[src/rtl/fp_dispatcher.sv]
// fp_dispatcher: pops the scheduler-selected queue, presents the packet on a valid/ready port, counts served packets.
module fp_dispatcher #(
  parameter int NUMBER_OF_QUEUES = 4,
  parameter int DATA_SIZE = 64,
  parameter int SETTLE_CYCLES = 2,
  parameter int COUNT_SIZE = 16,
  localparam int QW = $clog2(NUMBER_OF_QUEUES)
) (
  input  logic clock,
  input  logic reset,
  input  logic [QW-1:0] selection,
  input  logic [NUMBER_OF_QUEUES-1:0] queue_valid,
  input  logic [NUMBER_OF_QUEUES-1:0][DATA_SIZE-1:0] queue_data,
  output logic [NUMBER_OF_QUEUES-1:0] queue_pop,
  output logic out_valid,
  input  logic out_ready,
  output logic [DATA_SIZE-1:0] out_data,
  output logic [QW-1:0] out_queue_id,
  output logic [NUMBER_OF_QUEUES-1:0][COUNT_SIZE-1:0] served_count
);
  typedef enum logic [1:0] {IDLE, SETTLE, LOAD, SEND} state_t;
  localparam logic [3:0] RELOAD = 4'(SETTLE_CYCLES - 1);
  state_t state, state_nx;
  logic [3:0] cnt, cnt_nx;
  logic [NUMBER_OF_QUEUES-1:0] prev_valid;
  logic hit, take;
  assign hit = queue_valid[selection];
  assign take = state == LOAD && hit;
  assign out_valid = state == SEND;
  assign queue_pop = take ? NUMBER_OF_QUEUES'(1) << selection : '0;
  always_comb begin
    state_nx = state;
    cnt_nx = cnt;
    case (state)
      IDLE: if (|queue_valid) begin
        state_nx = SETTLE;
        cnt_nx = RELOAD;
      end
      // any change in the non-empty flags restarts the wait so the scheduler output can catch up
      SETTLE: if (queue_valid != prev_valid) cnt_nx = RELOAD;
        else if (cnt == 4'd0) state_nx = LOAD;
        else cnt_nx = cnt - 4'd1;
      LOAD: state_nx = hit ? SEND : IDLE;
      SEND: if (out_ready) begin
        state_nx = |queue_valid ? SETTLE : IDLE;
        cnt_nx = RELOAD;
      end
      default: state_nx = IDLE;
    endcase
  end
  always_ff @(posedge clock or posedge reset)
    if (reset) begin
      state <= IDLE;
      cnt <= '0;
      prev_valid <= '0;
      out_data <= '0;
      out_queue_id <= '0;
      served_count <= '0;
    end else begin
      state <= state_nx;
      cnt <= cnt_nx;
      prev_valid <= queue_valid;
      if (take) begin
        out_data <= queue_data[selection];
        out_queue_id <= selection;
      end
      if (out_valid && out_ready && !(&served_count[out_queue_id]))
        served_count[out_queue_id] <= served_count[out_queue_id] + COUNT_SIZE'(1);
    end
endmodule

[config.mk]
export PLATFORM = sky130hd
export DESIGN_NAME = fp_dispatcher
export DESIGN_NICKNAME = d
export VERILOG_FILES = /design/src/rtl/fp_dispatcher.sv
export SDC_FILE = /design/constraint.sdc
export NUM_CORES = 1
export LEC_CHECK = 0
export CAP_MARGIN = 20
export CORE_ASPECT_RATIO = 0.6
export CORE_MARGIN = 5
export CORE_UTILIZATION = 43
export DETAILED_ROUTE_END_ITERATION = 8
export HOLD_SLACK_MARGIN = 0.03
export PLACE_DENSITY = 0.95
export SYNTH_ARGS = -nofsm -noshare
export SYNTH_HDL_FRONTEND = slang
export SYNTH_SLANG_ARGS = --single-unit
[constraint.sdc]
create_clock -name clock -period 9.9 [get_ports clock]
set_input_delay 1.98 -clock clock [delete_from_list [all_inputs] [get_ports clock]]
set_output_delay 1.98 -clock clock [all_outputs]
set_load 0.005 [all_outputs]
==> out/qor.csv <==
stage;metric;value;unit
clock_tree;Root Driver;clkbuf_16;
setup_path;nature of the critical path endpoint;output port;
route;Vias;6563;
sta;final setup violation count;0;
setup_path;slowest stage cell, crit path;clkdlybuf4s50_1;
synthesis;Synth Flop Type;dfrtp_1;
setup_path;WS Path Type;in2out;
placement;placed inst area;0.01175;sq mm
setup_path;CP Cell Sequence;buf_4, mux4_2, nand3_4, inv_1, nand2_1, nor2_1, clkdlybuf4s50_1;
sta;Post-Route Setup TNS;0;ns
pwr;Clock power frac;44.5;%
synthesis;syn nets;821;
floorplan;die height;113.3;um
layout;nets;1207;
clock_tree;setup bufs post-CTS;0;
clock_tree;cts-stage hold buffer count;0;
pwr;Static Leak;5.065;nW
pwr;Max rail drop VDD;0.0001153;V
setup_path;CP Buf/Inv Count;3;
sta;maximum clock frequency;161.1;MHz
synthesis;Mean Syn Cell Area;13.80;sq um
global_routing;global router's overall resource usage;28.31;%
floorplan;row cnt;37;
clock_tree;# resized after CTS;0;
clock_tree;total CTS buffers;17;
global_routing;global route total overflow;0;
clock_tree;htree depth;4;
synthesis;Async S/R FF share, synth;100.0;%
floorplan;# IOs;400;
global_routing;first-pass GRT wire length;43460;um
route;Iter 0 DRT Violations;455;
sta;Slew HR;42.17;%
layout;fin area;0.01232;sq mm
layout;Area Overhead vs Synth;61.14;%
route;Post-DRT Antenna Nets;0;
floorplan;core area;0.01731;sq mm
synthesis;number of synthesized flops with an enable pin;0;
pwr;pwr/cell area;114.1;mW/mm^2
synthesis;synthesized area;0.007644;sq mm
clock_tree;clock sinks;140;
pwr;Pint;1.078;mW
floorplan;Die W;182.1;um
pwr;Sw Ratio;23.30;%
clock_tree;Clock Tree Buf Depth;2;
synthesis;cell taking the most area after synthesis;dfrtp_1;
placement;I/O Buffers;399;
setup_path;critical path arrival;4.23;ns
route;Pre-antenna DRT Iters;5;
route;wire per inst;25.09;um
pwr;register share of total power;41.1;%
clock_tree;CTS tree;built;
route;Residual DRC;0;
sta;min Tclk post-route;6.207;ns
synthesis;Gate Count Post-Synth;554;
route;met1 WL;10330;um
sta;worst slew pin tran;0.8633;ns
synthesis;warnings from Yosys;0;
pwr;Net Switching;0.3275;mW
pwr;Logic pwr share;14.4;%
route;top layer in use;met5;
floorplan;initial core utilization;44.15;%
job;max_cap viols;0;
global_routing;initial antenna violation count;9;
setup_path;WP data required;7.92;ns
route;WL met3;3874;um
global_routing;largest net degree at the start of global routing;93;
synthesis;Synth area leaders;dfrtp_1 46%, mux4_2 24%, mux2_2 9.6%;
layout;Layout Cells excl Fill;1188;
placement;cell total after placement;1155;
global_routing;vias in the first global route;7054;
sta;Slew Viols, Final;0;
status;status;finished, final reports clean;
placement;DPL Wire Length;23620;um
setup_path;CP delay by family, top;buffers and inverters;
setup_path;Startpoint Class;primary input;
sta;final hold vios;0;
layout;layout cells sized above 1;21.72;%
route;Routed WL;29810;um
synthesis;Synth cell types;42;
sta;RSZ-0062 raised after global routing;no;
setup_path;critical path peak fanout;37;
layout;commonest non-fill, non-tap cells in the layout;397 x clkdlybuf4s50_1, 140 x dfrtp_1, 81 x mux4_2;
sta;Clock Skews;0.01206;ns
placement;routability cong.;0.9789;
clock_tree;clk_lat worst skew;0.41;ns
route;Via density;5.524;
min_path;Hold Path Class;reg2reg;
synthesis;Yosys reg bits;140;
synthesis;share of the synthesized area in the top cell type;45.83;%
clock_tree;CTS clk-pin slew, worst paths;0.07;ns
route;Met2 Wirelength;14880;um
synthesis;sequential share of the synthesized area;45.83;%
floorplan;Die Area;0.02063;sq mm
layout;commonest non-fill, non-tap cell in the layout;clkdlybuf4s50_1;
sta;period utilisation layout;62.70;%
setup_path;CP peak stage delay;0.54;ns
## area by class of cell
| cell class | count | area [sq um] |
|---|---|---|
| tap | 234 | 292.8 |
| clock inverter | 11 | 108.9 |
| inverter | 7 | 31.28 |
| multi-input combinational | 367 | 3871 |
| antenna | 1 | 2.502 |
| clock buffer | 21 | 460.4 |
| fill | 1160 | 4997 |
| sequential | 140 | 3503 |
| timing repair buffer | 407 | 4046 |
## power groups by stage
stage / Sequential, mW / Clock [mW] / Combinational, mW
final: 0.577 / 0.625 / 0.203
after global routing: 0.577 / 0.658 / 0.216
after CTS: 0.577 / 0.633 / 0.205
after detailed placement: 0.588 / 0 / 0.205
after global placement: 0.587 / 0 / 0.198
after floorplan: 0.587 / 0 / 0.0762
## final timing paths
kind	slack [ns]	startpoint	endpoint	cells after the start
worst max-delay path	3.69	selection[0]	queue_pop[2]	7
worst min-delay path	0.48	out_data[58]	out_data[58]	2
worst min register to register	0.48	out_data[58]	out_data[58]	2
max in group asynchronous	6.56	reset	out_data[21]	3
worst max register to register	6.60	out_queue_id[0]	served_count[1]	8
min in group asynchronous	2.09	reset	out_data[51]	2
## state kept, by name (all words and copies together) (netlist names)
name          flops
state             2
prev_valid        4
out_data         64
cnt               4
served_count     64
out_queue_id      2
## worst min-delay path, cell delays in order (launching register included)
cell	delay (ns)
dfrtp_1	0.34
nand2_1	0.05
nand2_1	0.06
## logic make-up (layout without fill, tap and decap cells)
kind of cell	after synthesis	after routing	synth area share (%)
mux	151	151	34.13
xor+xnor	19	19	2.767
other cells	0	1	0
compound gates	78	78	5.746
simple gates	117	117	7.513
fa+ha+maj	2	2	0.3273
buf+inv	47	446	3.683
flops	140	140	45.83
## layer usage
| layer | GRT usage, % | vias to the layer above |
|---|---|---|
| met3 | 14.84 | 64 |
| li1 | - | 2860 |
| met5 | 0 | - |
| met2 | 47.16 | 338 |
| met4 | 6.497 | 16 |
| met1 | 32.83 | 3285 |
## Yosys cell counts (7+ instances only)
| library cell | instances |
|---|---|
| buf_2 | 8 |
| mux4_2 | 81 |
| xor2_1 | 10 |
| inv_1 | 7 |
| nor2_1 | 8 |
| buf_4 | 7 |
| mux2_2 | 65 |
| buf_6 | 7 |
| nand2_1 | 78 |
| clkbuf_1 | 13 |
| o21ai_0 | 22 |
| dfrtp_1 | 140 |
| o21ai_1 | 44 |
## stage by stage
stage / setup WS (ns) / hold slack (ns) / power (mW) / util, %
2_1_floorplan: 4.167 / 0.4644 / 0.6636 / -
3_3_place_gp: 3.738 / 0.4577 / 0.7852 / 67.83
3_5_place_dp: 3.683 / 0.4620 / 0.7922 / 67.83
4_1_cts: 3.676 / 0.4795 / 1.415 / 71.12
5_1_grt: 3.468 / 0.5025 / 1.451 / 71.14
6_report: 3.693 / 0.4805 / 1.405 / 71.14
(Power assumes the default switching activity.)
